===== src/rtl/timer_capture_if.sv =====
// Register access bus for timer_capture: single-cycle write and combinational read.
// The CPU side uses the master modport, the peripheral the slave modport.
interface timer_capture_if;
   logic        write_i;
   logic [31:0] write_data_i;
   logic [2:0]  write_address_i;
   logic [3:0]  write_strobe_i;
   logic        write_error_o;
   logic        read_i;
   logic [2:0]  read_address_i;
   logic [31:0] read_data_o;
   logic        read_error_o;

   modport master (
      output write_i, write_data_i, write_address_i, write_strobe_i, read_i, read_address_i,
      input  write_error_o, read_data_o, read_error_o
   );

   modport slave (
      input  write_i, write_data_i, write_address_i, write_strobe_i, read_i, read_address_i,
      output write_error_o, read_data_o, read_error_o
   );
endinterface


===== src/rtl/timer_capture.sv =====
// Input-capture timer: time-stamps edges of capture_i against a free-running 64-bit
// counter and queues the timestamps in a FIFO drained through the register bus.
module timer_capture #(
   parameter int unsigned FIFO_DEPTH  = 4,
   parameter int unsigned SYNC_STAGES = 2
) (
   input  logic           clk_i,
   input  logic           rst_i,
   input  logic           capture_i,
   timer_capture_if.slave bus_if,
   output logic           interrupt_o
);

   localparam int unsigned PtrW = $clog2(FIFO_DEPTH);
   localparam int unsigned CntW = PtrW + 1;

   localparam logic [2:0] AddrCapLo  = 3'd0;
   localparam logic [2:0] AddrCapHi  = 3'd1;
   localparam logic [2:0] AddrCntLo  = 3'd2;
   localparam logic [2:0] AddrCntHi  = 3'd3;
   localparam logic [2:0] AddrConfig = 3'd4;
   localparam logic [2:0] AddrStatus = 3'd5;

   logic [63:0]            counter_q, counter_d;
   logic                   cfg_en_q, cfg_en_d;
   logic [1:0]             cfg_edge_q, cfg_edge_d;
   logic                   cfg_irq_q, cfg_irq_d;
   logic [SYNC_STAGES-1:0] sync_q, sync_d;
   logic                   prev_q, prev_d;
   logic [63:0]            mem_q [FIFO_DEPTH];
   logic [63:0]            mem_d [FIFO_DEPTH];
   logic [PtrW-1:0]        wr_ptr_q, wr_ptr_d;
   logic [PtrW-1:0]        rd_ptr_q, rd_ptr_d;
   logic [CntW-1:0]        count_q, count_d;
   logic                   ovf_q, ovf_d;
   logic                   irq_q, irq_d;

   logic        wr_err, wr_ok, clear;
   logic [31:0] wmask;
   logic        synced, rise, fall, push, push_ok, pop;
   logic        fifo_empty, fifo_full;
   logic [63:0] head;

   // Bus write decode
   always_comb begin
      wr_err = bus_if.write_i &
               ((bus_if.write_address_i > AddrStatus) ||
                (bus_if.write_address_i == AddrCapLo) ||
                (bus_if.write_address_i == AddrCapHi) ||
                (bus_if.write_address_i == AddrStatus));
      wr_ok  = bus_if.write_i & ~wr_err;
      wmask  = {{8{bus_if.write_strobe_i[3]}}, {8{bus_if.write_strobe_i[2]}},
                {8{bus_if.write_strobe_i[1]}}, {8{bus_if.write_strobe_i[0]}}};
      clear  = wr_ok && (bus_if.write_address_i == AddrConfig) &&
               bus_if.write_strobe_i[0] && bus_if.write_data_i[4];
   end

   assign bus_if.write_error_o = wr_err;

   // Counter: a register write replaces the increment for that cycle
   always_comb begin
      counter_d = counter_q;
      if (cfg_en_q) begin
         counter_d = counter_q + 64'd1;
      end
      if (wr_ok && (bus_if.write_address_i == AddrCntLo)) begin
         counter_d = {counter_q[63:32],
                      (counter_q[31:0] & ~wmask) | (bus_if.write_data_i & wmask)};
      end else if (wr_ok && (bus_if.write_address_i == AddrCntHi)) begin
         counter_d = {(counter_q[63:32] & ~wmask) | (bus_if.write_data_i & wmask),
                      counter_q[31:0]};
      end
   end

   always_comb begin
      cfg_en_d   = cfg_en_q;
      cfg_edge_d = cfg_edge_q;
      cfg_irq_d  = cfg_irq_q;
      if (wr_ok && (bus_if.write_address_i == AddrConfig) && bus_if.write_strobe_i[0]) begin
         cfg_en_d   = bus_if.write_data_i[0];
         cfg_edge_d = bus_if.write_data_i[2:1];
         cfg_irq_d  = bus_if.write_data_i[3];
      end
   end

   // Synchroniser and edge detect run regardless of enable, so enabling sees no false edge
   always_comb begin
      sync_d = {sync_q[SYNC_STAGES-2:0], capture_i};
      synced = sync_q[SYNC_STAGES-1];
      prev_d = synced;
      rise   = synced & ~prev_q;
      fall   = ~synced & prev_q;
      push   = cfg_en_q & ((cfg_edge_q[0] & rise) | (cfg_edge_q[1] & fall));
   end

   // FIFO: a pop frees a slot for a same-cycle push when full; clear wins over both
   always_comb begin
      fifo_empty = (count_q == '0);
      fifo_full  = (count_q == CntW'(FIFO_DEPTH));
      pop        = bus_if.read_i && (bus_if.read_address_i == AddrCapHi) && !fifo_empty;
      push_ok    = push && (!fifo_full || pop);

      mem_d    = mem_q;
      wr_ptr_d = wr_ptr_q;
      rd_ptr_d = rd_ptr_q;
      count_d  = count_q;
      ovf_d    = ovf_q;
      if (clear) begin
         wr_ptr_d = '0;
         rd_ptr_d = '0;
         count_d  = '0;
         ovf_d    = 1'b0;
      end else begin
         if (push_ok) begin
            mem_d[wr_ptr_q] = counter_q;
            wr_ptr_d        = wr_ptr_q + PtrW'(1);
         end
         if (pop) begin
            rd_ptr_d = rd_ptr_q + PtrW'(1);
         end
         if (push_ok && !pop) begin
            count_d = count_q + CntW'(1);
         end else if (pop && !push_ok) begin
            count_d = count_q - CntW'(1);
         end
         if (push && !push_ok) begin
            ovf_d = 1'b1;
         end
      end
      irq_d = cfg_irq_q & ~fifo_empty;
   end

   // Combinational read port
   always_comb begin
      head = fifo_empty ? 64'd0 : mem_q[rd_ptr_q];
      unique case (bus_if.read_address_i)
         AddrCapLo:  bus_if.read_data_o = head[31:0];
         AddrCapHi:  bus_if.read_data_o = head[63:32];
         AddrCntLo:  bus_if.read_data_o = counter_q[31:0];
         AddrCntHi:  bus_if.read_data_o = counter_q[63:32];
         AddrConfig: bus_if.read_data_o = {28'd0, cfg_irq_q, cfg_edge_q, cfg_en_q};
         AddrStatus: bus_if.read_data_o = {24'd0, 5'(count_q), ovf_q, fifo_full, fifo_empty};
         default:    bus_if.read_data_o = 32'd0;
      endcase
      bus_if.read_error_o = bus_if.read_i & (bus_if.read_address_i > AddrStatus);
   end

   assign interrupt_o = irq_q;

   always_ff @(posedge clk_i) begin
      if (rst_i) begin
         counter_q  <= '0;
         cfg_en_q   <= 1'b0;
         cfg_edge_q <= '0;
         cfg_irq_q  <= 1'b0;
         sync_q     <= '0;
         prev_q     <= 1'b0;
         wr_ptr_q   <= '0;
         rd_ptr_q   <= '0;
         count_q    <= '0;
         ovf_q      <= 1'b0;
         irq_q      <= 1'b0;
      end else begin
         counter_q  <= counter_d;
         cfg_en_q   <= cfg_en_d;
         cfg_edge_q <= cfg_edge_d;
         cfg_irq_q  <= cfg_irq_d;
         sync_q     <= sync_d;
         prev_q     <= prev_d;
         wr_ptr_q   <= wr_ptr_d;
         rd_ptr_q   <= rd_ptr_d;
         count_q    <= count_d;
         ovf_q      <= ovf_d;
         irq_q      <= irq_d;
      end
   end

   // Storage needs no reset: entries are only visible through count_q
   always_ff @(posedge clk_i) begin
      mem_q <= mem_d;
   end

endmodule


===== src/flat_wrapper.sv =====
// flat-port wrapper written by rule: the top's interface ports become plain ports
module timer_capture_flat 
#(
   parameter int unsigned FIFO_DEPTH  = 4,
   parameter int unsigned SYNC_STAGES = 2
)
  (clk_i, rst_i, capture_i, interrupt_o, bus_if_write_i, bus_if_write_data_i, bus_if_write_address_i, bus_if_write_strobe_i, bus_if_read_i, bus_if_read_address_i, bus_if_write_error_o, bus_if_read_data_o, bus_if_read_error_o);
  timer_capture_if bus_if_i ();
  input  logic clk_i;
  input  logic rst_i;
  input  logic capture_i;
  output logic interrupt_o;
  input wire logic [$bits(bus_if_i.write_i)-1:0] bus_if_write_i;
  input wire logic [$bits(bus_if_i.write_data_i)-1:0] bus_if_write_data_i;
  input wire logic [$bits(bus_if_i.write_address_i)-1:0] bus_if_write_address_i;
  input wire logic [$bits(bus_if_i.write_strobe_i)-1:0] bus_if_write_strobe_i;
  input wire logic [$bits(bus_if_i.read_i)-1:0] bus_if_read_i;
  input wire logic [$bits(bus_if_i.read_address_i)-1:0] bus_if_read_address_i;
  output wire logic [$bits(bus_if_i.write_error_o)-1:0] bus_if_write_error_o;
  output wire logic [$bits(bus_if_i.read_data_o)-1:0] bus_if_read_data_o;
  output wire logic [$bits(bus_if_i.read_error_o)-1:0] bus_if_read_error_o;
  assign bus_if_i.write_i = bus_if_write_i;
  assign bus_if_i.write_data_i = bus_if_write_data_i;
  assign bus_if_i.write_address_i = bus_if_write_address_i;
  assign bus_if_i.write_strobe_i = bus_if_write_strobe_i;
  assign bus_if_i.read_i = bus_if_read_i;
  assign bus_if_i.read_address_i = bus_if_read_address_i;
  assign bus_if_write_error_o = bus_if_i.write_error_o;
  assign bus_if_read_data_o = bus_if_i.read_data_o;
  assign bus_if_read_error_o = bus_if_i.read_error_o;
  timer_capture #(.FIFO_DEPTH(FIFO_DEPTH), .SYNC_STAGES(SYNC_STAGES)) u_core (.clk_i(clk_i), .rst_i(rst_i), .capture_i(capture_i), .bus_if(bus_if_i), .interrupt_o(interrupt_o));
endmodule

===== config.mk =====
export PLATFORM = sky130hd
export DESIGN_NAME = timer_capture_flat
export DESIGN_NICKNAME = d
export VERILOG_FILES = /design/src/rtl/timer_capture_if.sv /design/src/rtl/timer_capture.sv /design/src/flat_wrapper.sv
export SDC_FILE = /design/constraint.sdc
export NUM_CORES = 1
export LEC_CHECK = 0
export CORE_ASPECT_RATIO = 1.5
export CORE_UTILIZATION = 35
export CTS_CLUSTER_DIAMETER = 50
export CTS_CLUSTER_SIZE = 40
export DETAILED_ROUTE_END_ITERATION = 16
export GPL_TIMING_DRIVEN = 0
export PLACE_DENSITY_LB_ADDON = 0.05
export SLEW_MARGIN = 30
export SYNTH_ARGS = -nofsm -noshare
export SYNTH_HDL_FRONTEND = slang
export SYNTH_SLANG_ARGS = --single-unit
export TNS_END_PERCENT = 20

===== constraint.sdc =====
create_clock -name clk_i -period 4.15 [get_ports clk_i]
set_clock_uncertainty 0.2 [all_clocks]
set_input_delay 0.83 -clock clk_i [delete_from_list [all_inputs] [get_ports clk_i]]
set_output_delay 0.83 -clock clk_i [all_outputs]
set_load 0.02 [all_outputs]

# After elaboration in Yosys (flattened, before gate mapping)
# Index checks and enable logic that the tools add are counted.
totals:
  ramBits: 0
  reg_bits: 336
  latch_bits: 0
  elab_cells: 105
  mem_bits_ro: 0
  mem_count: 0
op_classes:
  shift: 0
  order_cmp: 5
  n_div: 0
  n_bitwise: 24
  add_sub_neg: 5
  mul: 0
  reduce_logical: 30
  mux: 13
  n_eq_ne: 12
ops:
  columns: ["op", "n"]
  rows:
  - ["64-bit two-way mux", 6]
  - ["256-bit bitwise mux", 1]
  - ["32-bit case mux with 6 select lines", 1]
  - ["64-bit binary-select mux with 2-bit select", 1]
  - ["64-bit demux with 2-bit select", 1]
  - ["32-bit bitwise AND", 3]
  - ["64-bit by 1-bit adder with 64-bit output (second input constant)", 1]
  - ["32-bit bitwise OR", 2]
  - ["32-bit two-way mux", 1]
  - ["32-bit NOT", 1]
  - ["3-bit == test (second input constant)", 5]
  - ["3-bit by 2-bit == test with 1-bit output (second input constant)", 4]
  - ["1-bit logical AND", 12]
  - ["1-bit bitwise AND", 9]
  - ["3-bit logical NOT", 3]
  - ["3-bit by 1-bit == test with 1-bit output (second input constant)", 2]
  - ["3-bit greater-or-equal comparator (second input constant)", 2]
  - ["3-bit > comparator (second input constant)", 2]
  - ["3-bit two-way mux", 2]
  - ["1-bit NOT", 6]
  - ["2-bit NOT with 3-bit output", 2]
  - ["2-bit AND reduction", 3]
  - ["2-bit nonzero test", 3]
  - ["2-bit by 1-bit adder with 2-bit output (second input constant)", 2]
  - ["8 further kinds", 14]

# Longest topological paths before layout
# Gate-level depths: netlist (run 1).
logic_depth:
  ltp_word: 12
  mapped_depth: 12
  ltp_nobuf: 11

# Least setup slack after synthesis (run 1)
# Ideal clock, no wire load.
synth_path:
  path_type: "in2reg"
  start: "input port bus_if_read_address_i[0]"
  end: "register u_core.mem_q[0] in the netlist's numbering, enable pin"
  setup_ns: 0.429
  arrival_time_ns: 3.718
  required_ns: 3.521
  stages: 6
  setup_slack_ns: -0.196
  n_path_buf: 1
  path_cell_list: "clkbuf_1 > nor3b_1 > a2111o_1 > nand2b_1 > a21oi_1 > and2_1"
synth_via:
  elab_chain_cells: 6
synth_rtl:
  columns: ["element", "line_no", "text"]
  rows:
  - ["start, declared", "flat_wrapper.sv:18", "input wire logic [$bits(bus_if_i.read_address_i)-1:0] bus_if_read_address_i;"]
  - ["3-bit by 1-bit == test with 1-bit output", "timer_capture.sv:100", "pop = bus_if.read_i && (bus_if.read_address_i == AddrCapHi) && !fifo_empty;"]
  - ["1-bit logical AND (2 in a row)", "timer_capture.sv:100", null]
  - ["1-bit logical OR", "timer_capture.sv:101", "push_ok = push && (!fifo_full || pop);"]
  - ["1-bit logical AND", "timer_capture.sv:101", null]
  - ["2-bit AND reduction (no line)", null, null]
  - ["end signal, assigned", "timer_capture.sv:180", "mem_q <= mem_d;"]
  - ["end, declared", "timer_capture.sv:30", "logic [63:0] mem_q [FIFO_DEPTH];"]
# No other way between the ends.
# A chain may end at the register's enable or synchronous reset.

# Final worst setup path (run 1)
layout_path:
  start: "input port bus_if_read_address_i[1]"
  end: "output port bus_if_read_data_o[24]"
layout_via:
  elab_chain_cells: 2
  word_cells_on_any_way: 7
  cone_classes: "eq/ne: 5; mux: 1; reduce/logical: 1"
layout_rtl:
  columns: ["element", "line_no", "text"]
  rows:
  - ["3-bit == test, or another cell as far along", "timer_capture.sv:136", "unique case (bus_if.read_address_i)"]
  - ["32-bit case mux with 6 select lines *", "timer_capture.sv:136", null]
  - ["end, declared", "flat_wrapper.sv:20", "output wire logic [$bits(bus_if_i.read_data_o)-1:0] bus_if_read_data_o;"]
# Mark *: on every way between the ends. The rest lies on a longest branch, timed or not.

==> results of run 1 <==
metal layers:
metal,share of wire,vias to the layer above,global-route usage,wire length (um)
met1,0.38,5587,0.289,20900
met2,0.51,433,0.433,27800
met3,0.054,139,0.0336,2910
li1,-,4893,-,-
met4,0.049,0,0.119,2650
met5,0,-,0,0
power breakdown:
group | internal [uW] | switching, uW
Sequential | 3650 | 119
Combinational | 146 | 221
Clock | 1780 | 1420
critical path, cell delays in order:
cell and delay, ns:
dlygate4sd2_1 0.45, nand2b_1 0.25, clkbuf_2 0.32, clkbuf_4 0.32, o22ai_1 0.26, clkdlybuf4s50_1 0.65
stage by stage:
step                cell area, um2  utilization  setup WS, ns
global route                 18200        0.423       -0.0202
global placement             16800        0.390         -2.78
floorplan                    15300            -        -0.195
detailed placement           17000        0.394        -0.998
finish                       18200        0.423        0.0238
CTS                          18200        0.423      -0.00498
final timing paths:
check | from | endpoint | slack [ns] | cells after the start
max reg2reg | register | register | 0.39 | 6
max | bus_if_read_address_i[1] | bus_if_read_data_o[24] | 0.02 | 6
min reg2reg | u_core.sync_q[0] | u_core.sync_q[1] | 0.24 | 1
min | u_core.sync_q[0] | u_core.sync_q[1] | 0.24 | 1
cell type report:
type	count	area (um2)
Buffer	72	342
Sequential cell	336	9290
Inverter	22	82.6
Tap cell	570	713
Timing Repair Buffer	86	953
Clock buffer	43	936
Clock inverter	18	208
Fill cell	4063	24800
Multi-Input combinational cell	711	5710
cells by family (layout without fill, tap and decap cells):
logic type / Yosys count / in the layout / synth area share
AOI/OAI and AO/OA: 250 / 250 / 0.111
xor gates and xnor gates: 8 / 8 / 0.00459
adders and majority gates: 7 / 7 / 0.00622
buffers and inverters: 94 / 241 / 0.0232
DFF: 336 / 336 / 0.608
muxes: 114 / 114 / 0.127
and+or+nand+nor: 332 / 332 / 0.119
cells in the mapped netlist, drive strengths merged, types with 4 or more instances:
cell | instances | area, um2
or2 | 6 | 37.5
or4 | 14 | 105
o21a | 4 | 30.0
a31oi | 37 | 231
nor3 | 18 | 90.1
a221oi | 9 | 78.8
nor4 | 19 | 138
nor2 | 59 | 221
inv | 21 | 78.8
nor3b | 7 | 52.6
o221ai | 6 | 52.6
and3 | 27 | 169
o21ai | 25 | 125
clkbuf | 59 | 221
nand3 | 45 | 238
o311ai | 7 | 61.3
dfxtp | 80 | 1600
o22ai | 37 | 231
nor2b | 7 | 43.8
mux2i | 47 | 470
a32oi | 6 | 52.6
edfxtp | 256 | 7690
a21oi | 35 | 175
and4b | 5 | 50.1
and2 | 9 | 56.3
xor2 | 5 | 43.8
nand4 | 24 | 150
nand2 | 58 | 218
buf | 13 | 50.0
mux4 | 64 | 1440
or3 | 17 | 111
a22oi | 36 | 270
a211oi | 4 | 30.0
o211ai | 16 | 120
nand4b | 4 | 35.0
ha | 6 | 75.1
what timing repair did:
item / CTS / global route
pin swaps: 1 / 0
setup buffers: 2 / 0
endpoints found under the setup margin: 33 / 23
gates resized for setup: 38 / 14
hold buffers: 0 / 0
==> reports/qor.yml, run 1 <==
syn_nets: 1195
gp_congestion: 0.938
period_needed_ns: 4.13
cp.required_ns: 3.12
drive_gt1_frac: 0.142
grt_pass1_wl_mm: 78.3
vias_per_cell: 5.95
ys_types: 66
route.detailed.drc: 0
die_y_um: 258
post_drt_wl_per_cell_um: 29.2
hold_path_class: "reg -> reg"
grt_pass1_vias: 11300
clk_latency_ns: 0.54
core_um2: 43100
hold_viol: 0
holdWs_ns: 0.240
stdcell_count: 1858
setup_tns_ns: 0
dp_hpwl_mm: 38.4
wirelength_mm: 54.2
grt_usage: 0.244
async_reset_ff_frac: 0
ant_nets: 0
drt-initial-drc-count: 983
numCtsBuffers: 34
ir_drop_uv: 312
num_io_pins: 82
start_util: 0.355
area_growth_pct: 19.3
tightest_slew_ns: 1.02
mostFrequentLayoutCells: "256 x edfxtp_1, 80 x dfxtp_1, 72 x clkdlybuf4s50_1, 64 x mux4_2, 59 x nor2_1"
antenna_found_initial: 0
portBuffers: 78
num_vias: 11100
cts.clk_slew.worst_paths_ns: 0.06
syn_area_um2: 15300
core.rowCount: 93
power_uw: 7330
power_density_nw_per_um2: 402
finalCritPeriodShare: 0.994
clockBufferDepth: 3
nets: 1317
yosysSeqAreaShare: 0.608
die-area_um2: 44500
slew_violations: 0
avgSynthCellArea_um2: 13.4
cts_root_buf: "clkbuf_16"
ys_seq_elements: 336
cp-end-kind: "output port"
start_kind: "input port"
placed_cells: 1795
cts_max_level: 2
setup_viol: 0
status: "complete, no violations"
die_w_um: 173
leakagePower_uw: 0.00567
num_antenna_cells: 0
clock-sinks: 336
worstPathArrival_ns: 3.10
synth-edff-count: 256
max_cap_viol_count: 0
crit_path_max_fanout: 10
slew_headroom: 0.322
rsz0062_at_grt: "yes"
ys_warn_count: 0
grt-ovfl-total: 0
grt_max_degree: 37
synth_cells: 1141
cts_tree: "yes"
drtPass1Iterations: 5
synth_flop_cell: "edfxtp_1"
path_class: "in -> out"
layout_commonest_cell: "edfxtp_1"
clock.fmax_mhz: 242
Note: power is estimated with default switching activity, not from simulation.
==> inputs of run 2 (changes only) <==
==> constraint.sdc (replaced) <==
create_clock -name clk_i -period 3.6 [get_ports clk_i]
set_clock_uncertainty 0.2 [all_clocks]
set_input_delay 0.72 -clock clk_i [delete_from_list [all_inputs] [get_ports clk_i]]
set_output_delay 0.72 -clock clk_i [all_outputs]
set_load 0.02 [all_outputs]
==> reports/qor.yml, run 2 (synthesized netlist as in run 1, its figures left out) <==
status: "complete, no violations"
slowest_stage: "nor4_4"
drtPass1Iterations: 6
timing.reg2reg.setup_slack_ns: 0.004
cts_max_level: 2
die_y_um: 258
start_util: 0.355
worst_slack_ns: 0.00378
crit_path_max_fanout: 9
grt-ovfl-total: 0
clk_latency_ns: 0.54
num_io_pins: 82
place_area_um2: 17000
gp_congestion: 0.938
hold_buffers: 0
path_class: "reg -> reg"
route.detailed.drc: 0
numCtsBuffers: 34
fillers: 4050
core_um2: 43100
drive_gt1_frac: 0.153
cts.clk_slew.worst_paths_ns: 0.07
ant_nets: 0
nets: 1316
drt-initial-drc-count: 1034
area_growth_pct: 20.2
dp_hpwl_mm: 38.4
grt_usage: 0.244
die_w_um: 173
tightest_slew_ns: 0.939
intPower_uw: 6420
core.rowCount: 93
start_kind: "register"
hold_path_class: "reg -> reg"
power_frac_clock: 0.436
cp_slowest_stage_delay_ns: 0.71
leakagePower_uw: 0.00600
holdWs_ns: 0.240
cp.required_ns: 3.78
mostFrequentLayoutCells: "256 x edfxtp_1, 79 x dfxtp_1, 64 x mux4_2, 58 x nor2_1, 58 x nand2_1"
cp-end-kind: "register"
power_density_nw_per_um2: 460
period_needed_ns: 3.60
antenna_found_initial: 0
preCtsSetupSlack_ns: -1.33
post-route-util: 0.427
cp_top_family: "simple AND/OR/NAND/NOR gates"
path_buf_inv: 1
num_vias: 11100
path_cells: "clkbuf_1 > nand4_1 > nor4_4 > nand4_1 > o311ai_0 > o221ai_1"
power.sequential.fraction: 0.515
setup_viol: 0
slew_headroom: 0.369
rsz0062_at_grt: "yes"
design_area_um2: 18400
clockBufferDepth: 3
num_antenna_cells: 0
cts_root_buf: "clkbuf_16"
ir_drop_uv: 357
grt_max_degree: 37
layout_commonest_cell: "edfxtp_1"
hold_viol: 0
grt_pass1_vias: 11300
clock.fmax_mhz: 278
post_drt_wl_per_cell_um: 29.2
vias_per_cell: 5.96
portBuffers: 78
worstPathArrival_ns: 3.78
max_cap_viol_count: 0
clock-sinks: 336
switching_power_uw: 2030
cts_tree: "yes"
finalCritPeriodShare: 0.999
cp_common_cell: "nand4_1"
slew_violations: 0
wirelength_mm: 54.2
grt_pass1_wl_mm: 78.3
switching_share: 0.240
p_comb_frac: 0.050
die-area_um2: 44500
==> run 2: final timing paths <==
kind	to	start	cells past startpoint
max	register	register	6
min	u_core.sync_q[1]	u_core.sync_q[0]	1
max reg2reg	register	register	6
min reg2reg	u_core.sync_q[1]	u_core.sync_q[0]	1
==> run 2: power groups by stage <==
stage	clock (uW)	combinational (uW)	sequential, uW
3_3_place_gp	0	415	4430
3_5_place_dp	0	414	4430
5_1_grt	3900	448	4360
4_1_cts	3770	417	4350
2_1_floorplan	0	220	4370
6_report	3680	422	4350
==> run 2: layout make-up <==
| type | instances | area (um2) | share of cell area |
|---|---|---|---|
| flip-flops and latches | 336 | 9290 | 0.506 |
| multi-input cells | 711 | 5750 | 0.313 |
| repair buffers | 86 | 971 | 0.0529 |
| clock buffers | 43 | 936 | 0.0510 |
| well taps | 570 | 713 | 0.0388 |
| plain buffers | 71 | 412 | 0.0224 |
| clock inverters | 18 | 208 | 0.0113 |
| inverters | 22 | 82.6 | 0.00450 |
==> run 2: layer usage <==
| metal | vias up | GRT usage | wire length [um] |
|---|---|---|---|
| met5 | - | 0 | 0 |
| met4 | 0 | 0.117 | 2620 |
| met3 | 141 | 0.0342 | 2790 |
| met2 | 417 | 0.435 | 27800 |
| met1 | 5612 | 0.288 | 20900 |
| li1 | 4902 | - | - |
==> run 2: through the flow <==
| step | std cells | power (uW) | TNS (ns) |
|---|---|---|---|
| final | 1857 | 8450 | 0 |
| after global routing | 1857 | 8710 | -0.248 |
| after CTS | 1858 | 8540 | -3.04 |
| after detailed placement | 1795 | 4850 | -152.50 |
| after global placement | 1789 | 4850 | -607.12 |
| after floorplan | 1141 | 4590 | -40.67 |
==> run 2: repair_timing <==
action / 4_1_cts / 5_1_grt
buffers inserted: 2 / 0
resized for setup: 82 / 39
pin swaps: 3 / 0
endpoints found under the setup margin: 97 / 39
==> inputs of run 3 (changes only) <==
--- a/config.mk
+++ b/config.mk
@@ -5,12 +5,11 @@
 export SDC_FILE = /design/constraint.sdc
 export NUM_CORES = 1
 export LEC_CHECK = 0
-export CORE_ASPECT_RATIO = 1.5
+export CORE_ASPECT_RATIO = 1.75
 export CORE_UTILIZATION = 35
 export CTS_CLUSTER_DIAMETER = 50
 export CTS_CLUSTER_SIZE = 40
 export DETAILED_ROUTE_END_ITERATION = 16
-export GPL_TIMING_DRIVEN = 0
 export PLACE_DENSITY_LB_ADDON = 0.05
 export SLEW_MARGIN = 30
 export SYNTH_ARGS = -nofsm -noshare
==> reports/qor.yml, run 3 (synthesized netlist as in run 1, its figures left out) <==
ant_nets: 0
place_area_um2: 17800
route.detailed.drc: 0
clock-sinks: 336
vias_per_cell: 5.83
period_needed_ns: 3.50
slew_headroom: 0.473
met2_usage: 0.447
tightest_slew_ns: 0.783
grt-ovfl-total: 0
gp_congestion: 0.876
finalCritPeriodShare: 0.973
drive_gt1_frac: 0.215
num_antenna_cells: 0
grt_pass1_wl_mm: 76.9
cts_root_buf: "clkbuf_16"
layout_commonest_cell: "edfxtp_1"
hold_viol: 0
cts_max_level: 1
drt-initial-drc-count: 765
numCtsBuffers: 28
cts_tree: "yes"
grt_usage: 0.237
start_kind: "input port"
post-route-util: 0.440
portBuffers: 81
power_uw: 8180
clk_latency_ns: 0.58
num_vias: 11000
path_buf_inv: 3
hold_path_class: "reg -> reg"
post_drt_wl_per_cell_um: 27.7
crit_path_max_fanout: 12
nets: 1365
cts.clk_slew.worst_paths_ns: 0.08
mostFrequentLayoutCells: "256 x edfxtp_1, 111 x buf_4, 78 x dfxtp_1, 64 x mux4_2"
clock.fmax_mhz: 285
grt_pass1_vias: 11400
slew_violations: 0
top_usage_layer: "met2"
status: "complete, no violations"
cp.required_ns: 2.68
power_density_nw_per_um2: 435
grt_max_degree: 45
worstPathArrival_ns: 2.58
grt_use_met1: 0.269
start_util: 0.357
cp_top_family: "buffers and inverters"
leakagePower_uw: 0.00614
clockBufferDepth: 3
drtPass1Iterations: 7
met3_usage: 0.0195
setup_viol: 0
max_cap_viol_count: 0
design_area_um2: 18800
path_cells: "clkdlybuf4s50_1 > nor3b_4 > buf_12 > a22oi_1 > o22ai_2 > dlygate4sd2_1"
ir_drop_uv: 471
fillers: 3971
cp-end-kind: "output port"
area_growth_pct: 23.2
die_y_um: 278
die_w_um: 160
setup_tns_ns: 0
die-area_um2: 44500
slowest_stage: "clkdlybuf4s50_1"
path_class: "in -> out"
cp_slowest_stage_delay_ns: 0.55
rsz0062_at_grt: "yes"
core_um2: 42800
wirelength_mm: 52.4
hold_buffers: 0
antenna_found_initial: 1
stdcell_count: 1894
core.rowCount: 100
placed_cells: 1841
num_io_pins: 82
dp_hpwl_mm: 37.7
run 3: report_power, final:
part	switching (uW)	internal, uW	leakage, uW
Clock	1670	1700	0.000497
Combinational	315	218	0.00273
Sequential	73.4	4210	0.00292
Total	2050	6130	0.00614
run 3: stage by stage:
stage | setup slack [ns] | hold slack, ns
floorplan | -0.635 | 0.214
global placement | -0.510 | 0.230
detailed placement | -0.514 | 0.238
CTS | -0.119 | 0.261
global route | -0.0281 | 0.272
finish | 0.0957 | 0.260
run 3: worst reg2reg max path, delay by kind of cell, from the launching register on:
family                   cells  cell delay [ns]
AND/OR/NAND/NOR              5             1.85
adder cells (fa/ha/maj)      1             0.29
buffers and inverters        1             0.20
flip-flops                   1             0.55
run 3: area by class of cell:
class,count,area [um2],area share
Multi-Input combinational cell,711,5690,0.303
Clock inverter,21,264,0.0140
Inverter,22,82.6,0.00439
Tap cell,561,702,0.0373
Timing Repair Buffer,212,2030,0.108
Sequential cell,336,9300,0.494
Clock buffer,31,754,0.0401
run 3: routing by layer:
metal / part of all wire / vias up
li1: - / 4982
met1: 0.38 / 5608
met2: 0.54 / 325
met3: 0.032 / 116
met4: 0.043 / 2
met5: 0.00021 / -
run 3: worst paths after layout:
kind	from	to	depth (start not counted)	slack, ns
max reg2reg	register	register	7	0.44
max	bus_if_read_address_i[2]	bus_if_read_data_o[8]	6	0.1
min	u_core.sync_q[0]	u_core.sync_q[1]	1	0.26
min reg2reg	u_core.sync_q[0]	u_core.sync_q[1]	1	0.26
run 3: repair_timing:
item                                    in CTS  in global routing
buffers inserted                             1                  0
gates resized for setup                     38                 11
pin swaps                                    2                  1
endpoints found under the setup margin      31                 10
==> patch 1: new RTL, flow settings as in run 2 <==
`FIFO_DEPTH` is set to 4 in 2 places; all go to 2.
--- a/src/rtl/timer_capture.sv
+++ b/src/rtl/timer_capture.sv
@@ -1,7 +1,7 @@
 // Input-capture timer: time-stamps edges of capture_i against a free-running 64-bit
 // counter and queues the timestamps in a FIFO drained through the register bus.
 module timer_capture #(
-   parameter int unsigned FIFO_DEPTH  = 4,
+   parameter int unsigned FIFO_DEPTH  = 2,
    parameter int unsigned SYNC_STAGES = 2
 ) (
    input  logic           clk_i,
--- a/src/flat_wrapper.sv
+++ b/src/flat_wrapper.sv
@@ -1,7 +1,7 @@
 // flat-port wrapper written by rule: the top's interface ports become plain ports
 module timer_capture_flat 
 #(
-   parameter int unsigned FIFO_DEPTH  = 4,
+   parameter int unsigned FIFO_DEPTH  = 2,
    parameter int unsigned SYNC_STAGES = 2
 )
   (clk_i, rst_i, capture_i, interrupt_o, bus_if_write_i, bus_if_write_data_i, bus_if_write_address_i, bus_if_write_strobe_i, bus_if_read_i, bus_if_read_address_i, bus_if_write_error_o, bus_if_read_data_o, bus_if_read_error_o);
Formal check against the unedited RTL: not equivalent (Yosys sat finds a counterexample within 10 cycles, from zero or initial values and one cycle with rst_i high).
==> patch 1 against run 2 <==
Hold slack improved by 0.0085 ns; synthesized area decreased by 33%; synthesized cell count decreased by 15%; routed wire length decreased by 26%; setup slack got worse by 0.00054 ns; sequential cell count decreased by 131; design area decreased by 32%; combinational power decreased by 14%; power decreased by 41%; clock power decreased by 44%; largest cell class unchanged.
==> patch 1: results (changes against run 2) <==
stage	metric	value	unit	change
layout	antenna cells	0		unchanged
layout	Fill cells	2895		-29%
synth	syn nets	1023		-14%
detailed_routing	WL/cell	27.0	um	-7.5%
global_route	largest net degree at the start of global routing	22		-41%
critical_path	Critical Path AT	3.74	ns	-0.04 ns
global_route	global-route usage over all layers	0.270		+0.0256
place	IO Port Bufs	79		+1.3%
place	DP Area	0.0117	sq mm	-31%
clock_tree	number of buffers created by CTS	18		-47%
synth	top post-synthesis cells by count	edfxtp_1 (128), dfxtp_1 (77), nor2_1 (76)		
clock_tree	htree depth	1		-1
global_route	first-pass GRT wire length	58000	um	-26%
detailed_routing	Vias/cell	5.98		+0.30%
synth	fraction of registers with async set/reset	0		unchanged
timing	worst-margin pin slew	0.910	ns	-0.0283 ns
clock_tree	Clk pin slew, worst setup/hold paths	0.08	ns	
run_status	status	complete, no violations		
synth	EDFF count, synth	128		-50%
place	final RePlAce weighted congestion	0.940		+0.13%
worst_hold_path	Worst Hold Class	flip-flop to flip-flop		
place	Setup WS pre-CTS	-1.51	ns	-0.180 ns
layout	nets@finish	1127		-14%
clock_tree	Worst-Skew Late Latency	0.52	ns	-0.02 ns
pwr	peak supply drop	267	uV	-25%
critical_path	critical path peak fanout	9		unchanged
global_route	vias in the first global route	8833		-22%
detailed_routing	iteration-0 DRC count of the detailed router	782		-24%
synth	sequential area share after synthesis	0.527		-0.0805
synth	Synth cell types	64		-3.0%
synth	Main synth FF type	edfxtp_1		
clock_tree	Root Driver	clkbuf_16		
detailed_routing	DRT Pass-1 Iters	5		-1
global_route	antenna violations before repair	0		unchanged
clock_tree	clock buffer depth	3		unchanged
pwr	Lkg Pwr	4.17	nW	-30%
synth	Yosys warning count	0		unchanged
synth	Synth area leaders	edfxtp_1 (38%), dfxtp_1 (15%), mux2i_1 (6.6%), a222oi_1 (3.8%), nor2_1 (2.8%)		
place	DP HPWL	29200	um	-24%
layout	share of layout cells above drive strength 1	0.0936		-0.0595
[patch 1: cell types whose count changed after synthesis, sizes merged, moves of 17 or more]
| cell | run 2 | this run |
|---|---|---|
| a21oi | 35 | 53 |
| xnor2 | 3 | 21 |
| edfxtp | 256 | 128 |
| a31oi | 37 | 3 |
| inv | 21 | 40 |
| mux2i | 47 | 67 |
| a222oi | 2 | 39 |
| nor2 | 59 | 76 |
| mux4 | 64 | 0 |
[patch 1: worst max-delay path, cell delays in order, from the launching register on]
cell      delay [ns]
dfxtp_1         0.62
nand4_1         0.45
nor4_2          0.87
nand3_1         0.39
a21oi_1         0.25
nor2_1          0.06
a211oi_1        0.59
[patch 1: area by class of cell]
type,instances,share of cell area
Multi-Input combinational cell,660,0.359
Inverter,41,0.0124
Sequential cell,205,0.432
Clock inverter,12,0.0100
Timing Repair Buffer,87,0.0740
Clock buffer,20,0.0385
Buffer,65,0.0345
Tap cell,390,0.0392
[patch 1: metal layers]
metal,part of all wire,GRT usage
met1,0.40,0.318
met2,0.49,0.470
met4,0.065,0.166
met3,0.047,0.0265
met5,0,0
[patch 1: repair_timing]
action | CTS | global route
resized for setup | 99 | 30
endpoints found under the setup margin | 33 | 27
buffers inserted | 2 | 0
hold endpoints to repair | 0 | 0
pin swaps | 9 | 6
gates cloned | 0 | 0
[patch 1: cell families after synthesis]
group,Yosys count,share of synthesized area
AND/OR/NAND/NOR,303,0.154
AO/OA/AOI/OAI,251,0.176
flip-flops,205,0.527
buffers and inverters,109,0.0408
multiplexers,73,0.0723
XOR/XNOR,31,0.0266
adder cells (fa/ha/maj),2,0.00245
[patch 1: power by group]
group          leakage, nW  total (W)  internal (W)  switching, W
clock network        0.301    0.00205       0.00103       0.00102
logic                 2.00   0.000363      0.000142      0.000222
registers             1.87    0.00256       0.00251     0.0000508
total                 4.17    0.00497       0.00367       0.00129
[patch 1: metrics by stage]
stage | cells | TNS, ns | hold WS (ns) | util | total power [W]
after detailed placement | 1449 | -51.98 | 0.228 | 0.407 | 0.00296
final | 1480 | 0 | 0.249 | 0.434 | 0.00497
after global placement | 1443 | -351.45 | 0.224 | 0.400 | 0.00295
after CTS | 1481 | -0.781 | 0.249 | 0.433 | 0.00499
after global routing | 1480 | -0.0628 | 0.264 | 0.434 | 0.00511
after floorplan | 974 | -27.25 | 0.214 | - | 0.00276
[patch 1: worst paths after layout]
kind | from | endpoint | slack [ns] | cells past startpoint
setup reg to reg | flip-flop | flip-flop | 0.003 | 6
setup / recovery | flip-flop | flip-flop | 0.003 | 6
hold / removal | u_core.sync_q[0] | u_core.sync_q[1] | 0.25 | 1
hold reg to reg | u_core.sync_q[0] | u_core.sync_q[1] | 0.25 | 1
==> patch 2: new RTL, settings of run 2 <==
Made on the original files. Make the reset (`rst_i`) asynchronous in one clocked block.
--- a/src/rtl/timer_capture.sv
+++ b/src/rtl/timer_capture.sv
@@ -147,7 +147,7 @@
 
    assign interrupt_o = irq_q;
 
-   always_ff @(posedge clk_i) begin
+   always_ff @(posedge clk_i or posedge rst_i) begin
       if (rst_i) begin
          counter_q  <= '0;
          cfg_en_q   <= 1'b0;
Check against the original RTL: differs if rst_i is asserted again (counterexample within 4 cycles, from zero or initial values and one cycle with rst_i high); with rst_i held inactive, the same outputs for 4 cycles.
==> patch 2 against run 2 <==
The flow now finishes with violations (setup timing); via count down 5.1%; synthesized area up 0.96%; routed wire length down 5.3%; setup slack worse by 0.0092 ns; sequential cell count unchanged; die area up 0.95%; design area up 1.5%.
Power is not compared: it rests on default switching activity, and its combinational part moved more than twofold at a synthesized area within 25%.
==> patch 2: results (changes against run 2) <==
stage	metric	value	unit	change
synth	fraction of registers with async set/reset	0.238		+0.238
global_route	grt met1 use	0.295		+0.00740
global_route	first-pass GRT wire length	75300	um	-3.9%
layout	Final Cell Area	0.0186	sq mm	+1.5%
detailed_routing	Vias/cell	5.82		-2.3%
critical_path	Critical Path AT	2.69	ns	-1.09 ns
synth	top post-synthesis cells by count	edfxtp_1 (256), dfrtp_1 (80), mux4_2 (64)		
timing	final setup violating endpoints	1		+1
layout	count of multi-input gates	658		-7.5%
layout	bufs w/o clock	156		-0.64%
layout	non-clk buf share	0.0770		+0.00175
timing	setup_tns	-0.00543	ns	-0.00543 ns
layout	Clock buf/inv share	0.0682		+0.00591
detailed_routing	WL met1	21200	um	+1.3%
place	placed cells	1740		-3.1%
synth	sequential area share after synthesis	0.628		+0.0202
detailed_routing	iteration-0 DRC count of the detailed router	1008		-2.5%
layout	final-layout clock buffer total	39		-9.3%
critical_path	slowest CP cell	clkdlybuf4s50_1		
run_status	violated checks	setup timing		
synth	Mapped Cells	1085		-4.9%
synth	Synth cell types	73		+11%
timing	setup ws final	-0.00543	ns	-0.00921 ns
place	Setup WS pre-CTS	-1.40	ns	-0.0677 ns
worst_hold_path	WHS Endpoint	u_core.sync_q[1]		
worst_hold_path	Hold Path Origin	u_core.sync_q[0]		
global_route	vias in the first global route	10800		-3.8%
synth	mean post-synth cell area	14.2	sq um	+6.2%
run_status	status	finished with violations		
detailed_routing	WL/cell	28.5	um	-2.5%
timing	worst-margin pin slew	0.828	ns	-0.111 ns
worst_hold_path	hold depth	0		-1
place	DP Area	0.0171	sq mm	+0.86%
place	DP HPWL	35100	um	-8.6%
timing	final hold slack	0.179	ns	-0.0610 ns
place	final RePlAce weighted congestion	0.849		-9.6%
detailed_routing	met2 wire len	26300	um	-5.4%
global_route	largest net degree at the start of global routing	51		+38%
global_route	global-route usage over all layers	0.232		-0.0118
layout	share of layout cells above drive strength 1	0.176		+0.0228
global_route	GR Util met3	0.0280		-0.00618
layout	Fill cells	4008		-1.0%
detailed_routing	DRT Pass-1 Iters	5		-1
pwr	Design Power	0.0123	W	
[patch 2: cell types whose count changed after synthesis, moves of 9 or more]
cell             run 2  this run
dfrtp_1              0        80
dfxtp_1             80         0
a31oi_1             37         2
a21oi_1             35        18
buf_2                1        15
and3_1              27        14
o21ai_0             25        37
buf_1               12         3
clkbuf_1            59        50
nor2b_1              7        16
nor4_1              16         7
[patch 2: cells by family (layout without fill, tap and decap cells)]
group                    after synthesis  count (layout)  synth area share
AO/OA/AOI/OAI                        212             212            0.0965
multiplexers                         121             121             0.131
flip-flops                           336             336             0.628
AND/OR/NAND/NOR                      311             311             0.111
buffers and inverters                 91             240            0.0234
adder cells (fa/ha/maj)                7               7           0.00616
XOR/XNOR                               7               7           0.00397
[patch 2: what timing repair did]
item,in CTS,in global routing
setup buffers,3,0
hold endpoints to repair,0,0
setup endpoints to repair,171,98
resized for setup,126,15
hold buffers,0,0
pin swaps,2,0
